$ cat src/rtl/fifo_wptr_full.sv
// rtl/fifo_wptr_full.sv - write-domain pointer, full flag and level for the async FIFO (optional almost_full via WPTR_AFULL_EN)
module fifo_wptr_full #(
    parameter int PTR_SIZE     = 8,
    parameter int AFULL_THRESH = 248
) (
    input  logic              w_clk,
    input  logic              w_rst,
    input  logic              w_en,
    input  logic [PTR_SIZE:0] g_rptr,
    output logic [PTR_SIZE:0] b_wptr,
    output logic [PTR_SIZE:0] g_wptr,
    output logic              full,
    output logic [PTR_SIZE:0] wr_level
`ifdef WPTR_AFULL_EN
    ,
    output logic              almost_full
`endif
);

    if (PTR_SIZE < 2) begin : g_bad_ptr_size
        $error("PTR_SIZE must be at least 2");
    end
    if (AFULL_THRESH > (1 << PTR_SIZE)) begin : g_bad_afull
        $error("AFULL_THRESH exceeds FIFO depth");
    end

    logic [PTR_SIZE:0] rq1_q, rq1_d;
    logic [PTR_SIZE:0] rq2_q, rq2_d;
    logic [PTR_SIZE:0] b_wptr_q, b_wptr_d;
    logic [PTR_SIZE:0] g_wptr_q, g_wptr_d;
    logic [PTR_SIZE:0] wr_level_q, wr_level_d;
    logic              full_q, full_d;

    logic              wr_inc;
    logic [PTR_SIZE:0] b_next;
    logic [PTR_SIZE:0] g_next;
    logic [PTR_SIZE:0] b_rptr_s;

    always_comb begin
        rq1_d  = g_rptr;
        rq2_d  = rq1_q;
        // acceptance uses the registered full, so a write racing a full-clear edge is rejected
        wr_inc = w_en & ~full_q;
        b_next = b_wptr_q + {{PTR_SIZE{1'b0}}, wr_inc};
        g_next = b_next ^ (b_next >> 1);

        b_rptr_s = '0;
        for (int i = 0; i <= PTR_SIZE; i++) begin
            b_rptr_s[i] = ^(rq2_q >> i);
        end

        b_wptr_d   = b_next;
        g_wptr_d   = g_next;
        // full when the write pointer is exactly one lap ahead of the synced read pointer
        full_d     = (g_next == {~rq2_q[PTR_SIZE:PTR_SIZE-1], rq2_q[PTR_SIZE-2:0]});
        wr_level_d = b_next - b_rptr_s;
    end

    always_ff @(posedge w_clk or posedge w_rst) begin
        if (w_rst) begin
            rq1_q      <= '0;
            rq2_q      <= '0;
            b_wptr_q   <= '0;
            g_wptr_q   <= '0;
            wr_level_q <= '0;
            full_q     <= 1'b0;
        end else begin
            rq1_q      <= rq1_d;
            rq2_q      <= rq2_d;
            b_wptr_q   <= b_wptr_d;
            g_wptr_q   <= g_wptr_d;
            wr_level_q <= wr_level_d;
            full_q     <= full_d;
        end
    end

    assign b_wptr   = b_wptr_q;
    assign g_wptr   = g_wptr_q;
    assign full     = full_q;
    assign wr_level = wr_level_q;

`ifdef WPTR_AFULL_EN
    localparam logic [PTR_SIZE:0] AFULL_LVL = AFULL_THRESH[PTR_SIZE:0];

    logic almost_full_q, almost_full_d;

    always_comb begin
        almost_full_d = (wr_level_d >= AFULL_LVL);
    end

    always_ff @(posedge w_clk or posedge w_rst) begin
        if (w_rst) begin
            almost_full_q <= 1'b0;
        end else begin
            almost_full_q <= almost_full_d;
        end
    end

    assign almost_full = almost_full_q;
`endif

endmodule

$ cat config.mk
export PLATFORM = sky130hd
export DESIGN_NAME = fifo_wptr_full
export DESIGN_NICKNAME = d
export VERILOG_FILES = /design/src/rtl/fifo_wptr_full.sv
export SDC_FILE = /design/constraint.sdc
export NUM_CORES = 1
export LEC_CHECK = 0
export ABC_AREA = 1
export CAP_MARGIN = 20
export CORE_MARGIN = 8
export CORE_UTILIZATION = 55
export CTS_BUF_LIST = sky130_fd_sc_hd__clkbuf_4 sky130_fd_sc_hd__clkbuf_8
export DETAILED_ROUTE_END_ITERATION = 10
export PLACE_DENSITY = 0.82
export SLEW_MARGIN = 20
export SYNTH_ARGS = -nofsm -noshare
export SYNTH_HDL_FRONTEND = slang
export SYNTH_SLANG_ARGS = --single-unit
$ cat constraint.sdc
create_clock -name w_clk -period 4.1 [get_ports w_clk]
set_clock_uncertainty 0.05 [all_clocks]
set_input_delay 0.82 -clock w_clk [delete_from_list [all_inputs] [get_ports w_clk]]
set_output_delay 0.82 -clock w_clk [all_outputs]
set_load 0.05 [all_outputs]
==> impl_metrics.xml, run 1 <==
<?xml version="1.0" encoding="UTF-8"?>
<metrics>
  <group name="timing">
    <metric name="fmax" unit="MHz">326</metric>
    <metric name="grt_setup_unrepaired" unit="">no</metric>
    <metric name="timing.max_slew.rel_slack" unit="%">62.2</metric>
    <metric name="final.min_clock_period" unit="ns">3.07</metric>
    <metric name="final_max_slew_viols" unit="">0</metric>
    <metric name="timing_hold_violations_final" unit="">0</metric>
    <metric name="post-route-period-util" unit="%">74.9</metric>
    <metric name="finalWorstSetupSlack" unit="ns">1.03</metric>
    <metric name="report.final.setup_viol" unit="">0</metric>
    <metric name="setup-tns-final" unit="ns">0</metric>
    <metric name="tightest_slew" unit="ns">0.564</metric>
  </group>
  <group name="cells_and_area">
    <metric name="syn_to_final_growth" unit="%">23.2</metric>
    <metric name="post_layout_instance_area" unit="µm²">2890</metric>
    <metric name="seqCellArea" unit="µm²">1130</metric>
    <metric name="post_route_cells_drive_above_1_share" unit="%">7.91</metric>
    <metric name="mostFrequentLayoutCell" unit="">sky130_fd_sc_hd__nand2_1</metric>
    <metric name="multi_input_comb_area" unit="µm²">1030</metric>
    <metric name="leading_cell_types_in_the_layout_fill_and_taps_excluded" unit="">sky130_fd_sc_hd__nand2_1 (92), sky130_fd_sc_hd__dfrtp_1 (45), sky130_fd_sc_hd__inv_1 (42)</metric>
    <metric name="antenna_cells" unit="">0</metric>
    <metric name="layout.nets" unit="">338</metric>
    <metric name="fillers" unit="">305</metric>
    <metric name="instances_no_fill" unit="">366</metric>
  </group>
  <group name="place">
    <metric name="numPlacedInstances" unit="">359</metric>
    <metric name="dp_worst_setup_slack" unit="ns">0.733</metric>
    <metric name="hpwlAfterDp" unit="mm">3.63</metric>
    <metric name="placed_cell_area" unit="µm²">2790</metric>
    <metric name="place.gp.congestion" unit="">0.820</metric>
    <metric name="port-buffer-count" unit="">39</metric>
  </group>
  <group name="logic_synthesis">
    <metric name="synth_area" unit="µm²">2350</metric>
    <metric name="number_of_synthesized_register_bits" unit="">45</metric>
    <metric name="postSynthCellCount" unit="">272</metric>
    <metric name="yosysWarningCount" unit="">0</metric>
    <metric name="synth.area.mux_share" unit="%">0</metric>
    <metric name="synthDistinctLibCells" unit="">28</metric>
    <metric name="part_of_the_yosys_area_used_for_sequential_elements" unit="%">48.0</metric>
    <metric name="async_reset_ff_share" unit="%">100</metric>
    <metric name="synth-compound-area-share" unit="%">1.28</metric>
    <metric name="syn_nets" unit="">294</metric>
    <metric name="yosys.area_share.simple" unit="%">27.6</metric>
    <metric name="syn_area_per_cell" unit="µm²">8.63</metric>
    <metric name="synth-xor-area-share" unit="%">9.60</metric>
    <metric name="postSynth.topFlopCell" unit="">sky130_fd_sc_hd__dfrtp_1</metric>
    <metric name="dominant_combinational_cell_family_by_area_after_synthesis" unit="">simple AND/OR/NAND/NOR gates</metric>
    <metric name="arithmetic_cell_share_of_the_synthesized_area_counting_full_adders_half_adders_and_majority_gates" unit="%">5.65</metric>
    <metric name="synth-edff-count" unit="">0</metric>
  </group>
  <group name="clocking">
    <metric name="post_cts.repair.setup_buffers" unit="">0</metric>
    <metric name="cts-buffers-inserted" unit="">5</metric>
    <metric name="clk_pin_slew_worst_paths" unit="ns">0.08</metric>
    <metric name="numClockSinks" unit="">45</metric>
    <metric name="tritoncts" unit="">done</metric>
    <metric name="total_of_hold_buffers_inserted_after_clock_tree_synthesis" unit="">0</metric>
    <metric name="clk_path_buf_depth" unit="">2</metric>
    <metric name="worstSkewPairLatency" unit="ns">0.30</metric>
    <metric name="clock_tree.root_cell" unit="">sky130_fd_sc_hd__clkbuf_8</metric>
    <metric name="htreeDepth" unit="">2</metric>
    <metric name="post_cts_resize_count" unit="">0</metric>
  </group>
  <group name="die">
    <metric name="initial_utilization" unit="%">57.8</metric>
    <metric name="placement_rows" unit="">23</metric>
    <metric name="die_area" unit="µm²">6610</metric>
    <metric name="design.portCount" unit="">40</metric>
    <metric name="core_area" unit="µm²">4060</metric>
    <metric name="chipHeight" unit="µm">81.3</metric>
    <metric name="die_width" unit="µm">81.3</metric>
  </group>
  <group name="route">
    <metric name="initialDrtViolationCount" unit="">70</metric>
    <metric name="wl" unit="mm">4.54</metric>
    <metric name="top_layer_used" unit="">met4</metric>
    <metric name="via_count" unit="">1796</metric>
    <metric name="wirelength_met1" unit="mm">1.96</metric>
    <metric name="wire_per_inst" unit="µm">12.4</metric>
    <metric name="detailroute.wirelength.met2" unit="mm">2.26</metric>
    <metric name="drc_viols" unit="">0</metric>
    <metric name="vias_per_cell" unit="">4.91</metric>
    <metric name="final_antenna_net_count" unit="">0</metric>
    <metric name="first_pass_iters" unit="">4</metric>
    <metric name="wl_met3" unit="µm">223</metric>
  </group>
  <group name="worst_setup_path">
    <metric name="endpoint_kind" unit="">flop</metric>
    <metric name="critical_path.max_fanout" unit="">5</metric>
    <metric name="r2r_start" unit="">rq2_q[8]$_DFF_PP0_</metric>
    <metric name="crit_chain" unit="">clkdlybuf4s50_1 -&gt; inv_1 -&gt; nor2_1 -&gt; ha_1 -&gt; ha_1 -&gt; nand3_2 -&gt; nor2_4 -&gt; xor2_2 -&gt; ha_1 -&gt; inv_1 -&gt; o21ai_0 -&gt; nor2_1 -&gt; nand2_1 -&gt; nand2_1 -&gt; nand2_1</metric>
    <metric name="critical_path.startpoint_type" unit="">input pin</metric>
    <metric name="worst-endpoint-required" unit="ns">4.24</metric>
    <metric name="crit_start" unit="">w_en</metric>
    <metric name="critPathSlowestCell" unit="">sky130_fd_sc_hd__clkdlybuf4s50_1</metric>
    <metric name="cp.arrival" unit="ns">3.21</metric>
    <metric name="critical-path-max-stage-delay" unit="ns">0.46</metric>
    <metric name="timing_worst_setup_path_type" unit="">in2reg</metric>
  </group>
  <group name="global_routing">
    <metric name="first_pass_grt_wire_length" unit="mm">7.78</metric>
    <metric name="initial_antenna_violation_count" unit="">0</metric>
    <metric name="grt_start_max_net_pins" unit="">30</metric>
    <metric name="globalRouteOverflowTotal" unit="">0</metric>
    <metric name="first_global_vias" unit="">1804</metric>
    <metric name="globalRouteTotalUtil" unit="%">15.1</metric>
  </group>
  <group name="run">
    <metric name="drv_cap" unit="">0</metric>
  </group>
  <group name="power_and_ir_drop">
    <metric name="fin_total_pwr" unit="mW">2.56</metric>
    <metric name="power_leakage" unit="nW">1.51</metric>
    <metric name="max-vdd-ir-drop" unit="µV">509</metric>
    <metric name="cellPowerDensity" unit="nW/µm²">884</metric>
  </group>
  <group name="worst_hold_path">
    <metric name="worst_hold_startpoint" unit="">rq1_q[3]$_DFF_PP0_</metric>
    <metric name="class_of_the_most_critical_hold_timing_path" unit="">reg2reg</metric>
  </group>
  <group name="run_status">
    <metric name="status" unit="">finished, final reports clean</metric>
  </group>
</metrics>
-- power breakdown --
| group | leakage, nW | internal [mW] | switching [mW] | total, mW |
|---|---|---|---|---|
| combinational | 0.922 | 0.510 | 1.04 | 1.56 |
| clock | 0.0540 | 0.177 | 0.143 | 0.320 |
| sequential | 0.534 | 0.585 | 0.0949 | 0.680 |
| total | 1.51 | 1.27 | 1.28 | 2.56 |
-- path summary, 6_finish.rpt --
path	endpoint	slack (ns)	depth (start not counted)
max in group asynchronous	g_wptr[1]$_DFF_PP0_	2.53	3
worst max-delay path	wr_level[7]$_DFF_PP0_	1.03	15
worst min register to register	rq2_q[3]$_DFF_PP0_	0.30	0
worst max register to register	wr_level[7]$_DFF_PP0_	1.50	18
worst min-delay path	rq2_q[3]$_DFF_PP0_	0.30	0
min in group asynchronous	rq1_q[4]$_DFF_PP0_	0.76	2
-- flip-flops by register name (all words and copies together) (netlist names) --
register	count
b_wptr	9
rq1_q	9
rq2_q	9
wr_level	9
g_wptr	8
full	1
-- final cells by class --
type	count	area share [%]
inverter	44	5.71
multi-input combinational	180	35.8
tap	50	2.16
timing repair buffer	40	13.8
sequential	45	39.0
clock inverter	2	1.21
clock buffer	5	2.38
-- synth_stat cells, types with 2 or more instances --
cell type / n / area (µm²)
sky130_fd_sc_hd__a21oi_1: 2 / 10.0
sky130_fd_sc_hd__dfrtp_1: 45 / 1130
sky130_fd_sc_hd__ha_1: 9 / 113
sky130_fd_sc_hd__inv_1: 43 / 161
sky130_fd_sc_hd__nand2_1: 92 / 345
sky130_fd_sc_hd__nand2_2: 5 / 31.3
sky130_fd_sc_hd__nand3_1: 22 / 110
sky130_fd_sc_hd__nand3b_1: 2 / 15.0
sky130_fd_sc_hd__nor2_1: 13 / 48.8
sky130_fd_sc_hd__nor2_4: 2 / 22.5
sky130_fd_sc_hd__nor3_1: 2 / 10.0
sky130_fd_sc_hd__o21bai_1: 2 / 15.0
sky130_fd_sc_hd__xnor2_1: 6 / 52.6
sky130_fd_sc_hd__xor2_1: 11 / 96.3
sky130_fd_sc_hd__xor2_2: 3 / 48.8
-- worst max-delay path, delay by kind of cell --
kind            cells  cell delay [ns]
simple gates        7             0.81
compound gates      1             0.07
xor+xnor            1             0.23
buf+inv             3             0.60
fa+ha+maj           3             0.68
-- metrics by stage --
step	hold slack [ns]	util, %
detailed placement	0.286	68.7
floorplan	0.281	-
CTS	0.304	71.2
global placement	0.282	68.7
finish	0.301	71.2
global route	0.310	71.2
-- cells by family after synthesis --
group	after synthesis
AOI/OAI and AO/OA	5
xor gates and xnor gates	21
adders and majority gates	10
buffers and inverters	47
DFF	45
and+or+nand+nor	144
-- routing by layer --
layer | GRT usage (%) | vias to the layer above
li1 | - | 908
met5 | 0 | -
met3 | 3.64 | 8
met4 | 6.79 | 0
met1 | 17.3 | 843
met2 | 26.1 | 37
Power figures use the tool's default switching activity.
==> run 2, diff against run 1 <==
Settings changed: CORE_UTILIZATION 55 to 49, PLACE_DENSITY 0.82 to 0.78.
Clock period 4.1 ns to 2.65 ns, I/O delays scaled along.
==> run 2 against run 1 <==
Against the previous run:
- sequential share of layout area shrank 4.8 points
- clock-buffer cell count grew 1
- final area grew 14%
- wire length grew 11%
- flip-flop and latch count is the same
- critical path depth is the same
- non-clock buffer count grew 36
- largest power group unchanged
- highest routed layer unchanged
==> impl_metrics.xml, run 2 (synthesis results as in run 1) <==
<?xml version="1.0" encoding="UTF-8"?>
<metrics>
  <group name="place">
    <metric name="placed_cell_area" unit="µm²">3050</metric>
    <metric name="dp_worst_setup_slack" unit="ns">-0.241</metric>
    <metric name="hpwlAfterDp" unit="mm">3.81</metric>
    <metric name="place.gp.congestion" unit="">0.881</metric>
    <metric name="port-buffer-count" unit="">39</metric>
  </group>
  <group name="worst_setup_path">
    <metric name="r2r_start" unit="">rq2_q[5]$_DFF_PP0_</metric>
    <metric name="crit_family" unit="">simple AND/OR/NAND/NOR gates</metric>
    <metric name="timing_worst_setup_path_type" unit="">in2reg</metric>
    <metric name="worst-endpoint-required" unit="ns">2.79</metric>
    <metric name="critPathMostFrequentCell" unit="">sky130_fd_sc_hd__nand2_1</metric>
    <metric name="critPathSlowestCell" unit="">sky130_fd_sc_hd__clkdlybuf4s50_1</metric>
    <metric name="crit_chain" unit="">clkdlybuf4s50_1 -&gt; inv_1 -&gt; nor2_2 -&gt; ha_1 -&gt; nand4_1 -&gt; o21bai_1 -&gt; nand2_2 -&gt; inv_1 -&gt; ha_4 -&gt; nand3_1 -&gt; nand2_1 -&gt; a21oi_2 -&gt; nand2_1 -&gt; nand2_1 -&gt; nand2_1</metric>
    <metric name="worstSetupEndpoint" unit="">wr_level[8]$_DFF_PP0_</metric>
    <metric name="setup.reg_to_reg.worst_slack" unit="ns">0.15</metric>
    <metric name="cells_on_worst_reg2reg_path" unit="">15</metric>
    <metric name="cp.arrival" unit="ns">2.65</metric>
    <metric name="critical_path.startpoint_type" unit="">input pin</metric>
    <metric name="crit_start" unit="">w_en</metric>
    <metric name="critical_path.max_fanout" unit="">4</metric>
    <metric name="worst-path-stages" unit="">15</metric>
    <metric name="endpoint_kind" unit="">flop</metric>
    <metric name="crit_buf_inv" unit="">3</metric>
    <metric name="timing.rr.end" unit="">wr_level[8]$_DFF_PP0_</metric>
    <metric name="critical-path-max-stage-delay" unit="ns">0.45</metric>
  </group>
  <group name="cells_and_area">
    <metric name="fillers" unit="">321</metric>
    <metric name="syn_to_final_growth" unit="%">40.9</metric>
    <metric name="multi_input_comb_area" unit="µm²">1170</metric>
    <metric name="mostFrequentLayoutCell" unit="">sky130_fd_sc_hd__nand2_1</metric>
    <metric name="post_route_cells_drive_above_1_share" unit="%">23.8</metric>
    <metric name="utilization" unit="%">70.9</metric>
    <metric name="seqCellArea" unit="µm²">1130</metric>
    <metric name="leading_cell_types_in_the_layout_fill_and_taps_excluded" unit="">sky130_fd_sc_hd__nand2_1 (87), sky130_fd_sc_hd__dfrtp_1 (44), sky130_fd_sc_hd__inv_1 (40)</metric>
    <metric name="post_layout_instance_area" unit="µm²">3300</metric>
    <metric name="antenna_cells" unit="">0</metric>
    <metric name="layout.nets" unit="">374</metric>
  </group>
  <group name="clocking">
    <metric name="tritoncts" unit="">done</metric>
    <metric name="clock_tree.root_cell" unit="">sky130_fd_sc_hd__clkbuf_8</metric>
    <metric name="total_of_hold_buffers_inserted_after_clock_tree_synthesis" unit="">0</metric>
    <metric name="clk_pin_slew_worst_paths" unit="ns">0.08</metric>
    <metric name="worstSkewPairLatency" unit="ns">0.30</metric>
    <metric name="cts-buffers-inserted" unit="">5</metric>
    <metric name="clk_path_buf_depth" unit="">2</metric>
    <metric name="numClockSinks" unit="">45</metric>
    <metric name="htreeDepth" unit="">2</metric>
  </group>
  <group name="power_and_ir_drop">
    <metric name="cellPowerDensity" unit="nW/µm²">1350</metric>
    <metric name="fin_total_pwr" unit="mW">4.46</metric>
    <metric name="power_leakage" unit="nW">1.69</metric>
    <metric name="max-vdd-ir-drop" unit="µV">683</metric>
  </group>
  <group name="global_routing">
    <metric name="initial_antenna_violation_count" unit="">0</metric>
    <metric name="first_pass_grt_wire_length" unit="mm">8.35</metric>
    <metric name="globalRouteOverflowTotal" unit="">0</metric>
    <metric name="globalRouteTotalUtil" unit="%">14.6</metric>
    <metric name="first_global_vias" unit="">1931</metric>
    <metric name="grt_start_max_net_pins" unit="">46</metric>
  </group>
  <group name="timing">
    <metric name="setup-tns-final" unit="ns">0</metric>
    <metric name="finalWorstSetupSlack" unit="ns">0.141</metric>
    <metric name="fmax" unit="MHz">399</metric>
    <metric name="final.min_clock_period" unit="ns">2.51</metric>
    <metric name="timing_hold_violations_final" unit="">0</metric>
    <metric name="post-route-period-util" unit="%">94.7</metric>
    <metric name="timing.max_slew.rel_slack" unit="%">65.2</metric>
    <metric name="report.final.setup_viol" unit="">0</metric>
    <metric name="final_max_slew_viols" unit="">0</metric>
    <metric name="tightest_slew" unit="ns">0.520</metric>
  </group>
  <group name="die">
    <metric name="core_area" unit="µm²">4660</metric>
    <metric name="placement_rows" unit="">25</metric>
    <metric name="die_width" unit="µm">85.2</metric>
    <metric name="initial_utilization" unit="%">50.3</metric>
    <metric name="die_area" unit="µm²">7260</metric>
    <metric name="chipHeight" unit="µm">85.2</metric>
    <metric name="design.portCount" unit="">40</metric>
  </group>
  <group name="worst_hold_path">
    <metric name="min_path_cells" unit="">0</metric>
    <metric name="class_of_the_most_critical_hold_timing_path" unit="">reg2reg</metric>
    <metric name="worst_hold_startpoint" unit="">rq1_q[0]$_DFF_PP0_</metric>
  </group>
  <group name="route">
    <metric name="initialDrtViolationCount" unit="">86</metric>
    <metric name="vias_per_cell" unit="">4.79</metric>
    <metric name="final_antenna_net_count" unit="">0</metric>
    <metric name="drc_viols" unit="">0</metric>
    <metric name="first_pass_iters" unit="">4</metric>
    <metric name="via_count" unit="">1951</metric>
    <metric name="wire_per_inst" unit="µm">12.4</metric>
    <metric name="wl" unit="mm">5.04</metric>
  </group>
  <group name="run_status">
    <metric name="status" unit="">finished, final reports clean</metric>
  </group>
  <group name="run">
    <metric name="drv_cap" unit="">0</metric>
  </group>
</metrics>
-- run 2: cell count changes in the layout (fill, tap and decap cells not counted), moves of 3 or more --
cell,delta
sky130_fd_sc_hd__buf_4,+35
sky130_fd_sc_hd__nand3_1,-4
sky130_fd_sc_hd__ha_1,-4
sky130_fd_sc_hd__nand2_2,+4
sky130_fd_sc_hd__ha_4,+3
sky130_fd_sc_hd__nand2_1,-5
sky130_fd_sc_hd__nand3_2,+3
-- run 2: area by class of cell --
type | count | share of cell area [%]
clock buffer | 6 | 2.31
tap | 54 | 2.04
sequential | 45 | 34.1
multi-input combinational | 180 | 35.5
inverter | 44 | 5.00
clock inverter | 2 | 0.454
timing repair buffer | 76 | 20.6
-- run 2: through the flow --
stage | cells | hold slack (ns)
CTS | 404 | 0.305
detailed placement | 396 | 0.285
global route | 407 | 0.311
floorplan | 272 | 0.281
global placement | 396 | 0.282
finish | 407 | 0.302
-- run 2: worst min path at each step --
stage,end
after detailed placement,rq2_q[2]$_DFF_PP0_
after global placement,rq2_q[6]$_DFF_PP0_
final,rq2_q[0]$_DFF_PP0_
after floorplan,rq2_q[0]$_DFF_PP0_
after CTS,rq2_q[2]$_DFF_PP0_
after global routing,rq2_q[2]$_DFF_PP0_
-- run 2: worst register-to-register path, stage by stage (launching register included) --
cell                      delay [ns]
sky130_fd_sc_hd__dfrtp_1        0.44
sky130_fd_sc_hd__inv_1          0.13
sky130_fd_sc_hd__nand2_1        0.08
sky130_fd_sc_hd__nand2_2        0.09
sky130_fd_sc_hd__nand3_2        0.12
sky130_fd_sc_hd__nand2_4        0.12
sky130_fd_sc_hd__xnor2_1        0.13
sky130_fd_sc_hd__inv_1          0.08
sky130_fd_sc_hd__ha_1           0.21
sky130_fd_sc_hd__fa_1           0.41
sky130_fd_sc_hd__nor2_1         0.12
sky130_fd_sc_hd__nand3_1        0.08
sky130_fd_sc_hd__nand2_1        0.13
sky130_fd_sc_hd__nand2_1        0.09
sky130_fd_sc_hd__nand3_1        0.07
sky130_fd_sc_hd__nand2_1        0.05
-- run 2: timing repair --
action,CTS,global route
buffers inserted,0,3
endpoints found under the setup margin,1,7
resized for setup,1,26
pin swaps,0,5
endpoints found under the hold margin,0,0
-- run 2: layer usage --
layer | track usage, % | vias to the layer above | wire length [µm]
met4 | 7.93 | 0 | 131
met3 | 4.63 | 11 | 266
li1 | - | 976 | -
met1 | 16.4 | 922 | 2160
met2 | 23.9 | 42 | 2480
met5 | 0 | - | 0
-- run 2: report_power, final --
group          total, mW  internal [mW]  switching (mW)
registers           1.08          0.905           0.173
logic               2.96           1.22            1.74
clock network      0.425          0.196           0.229
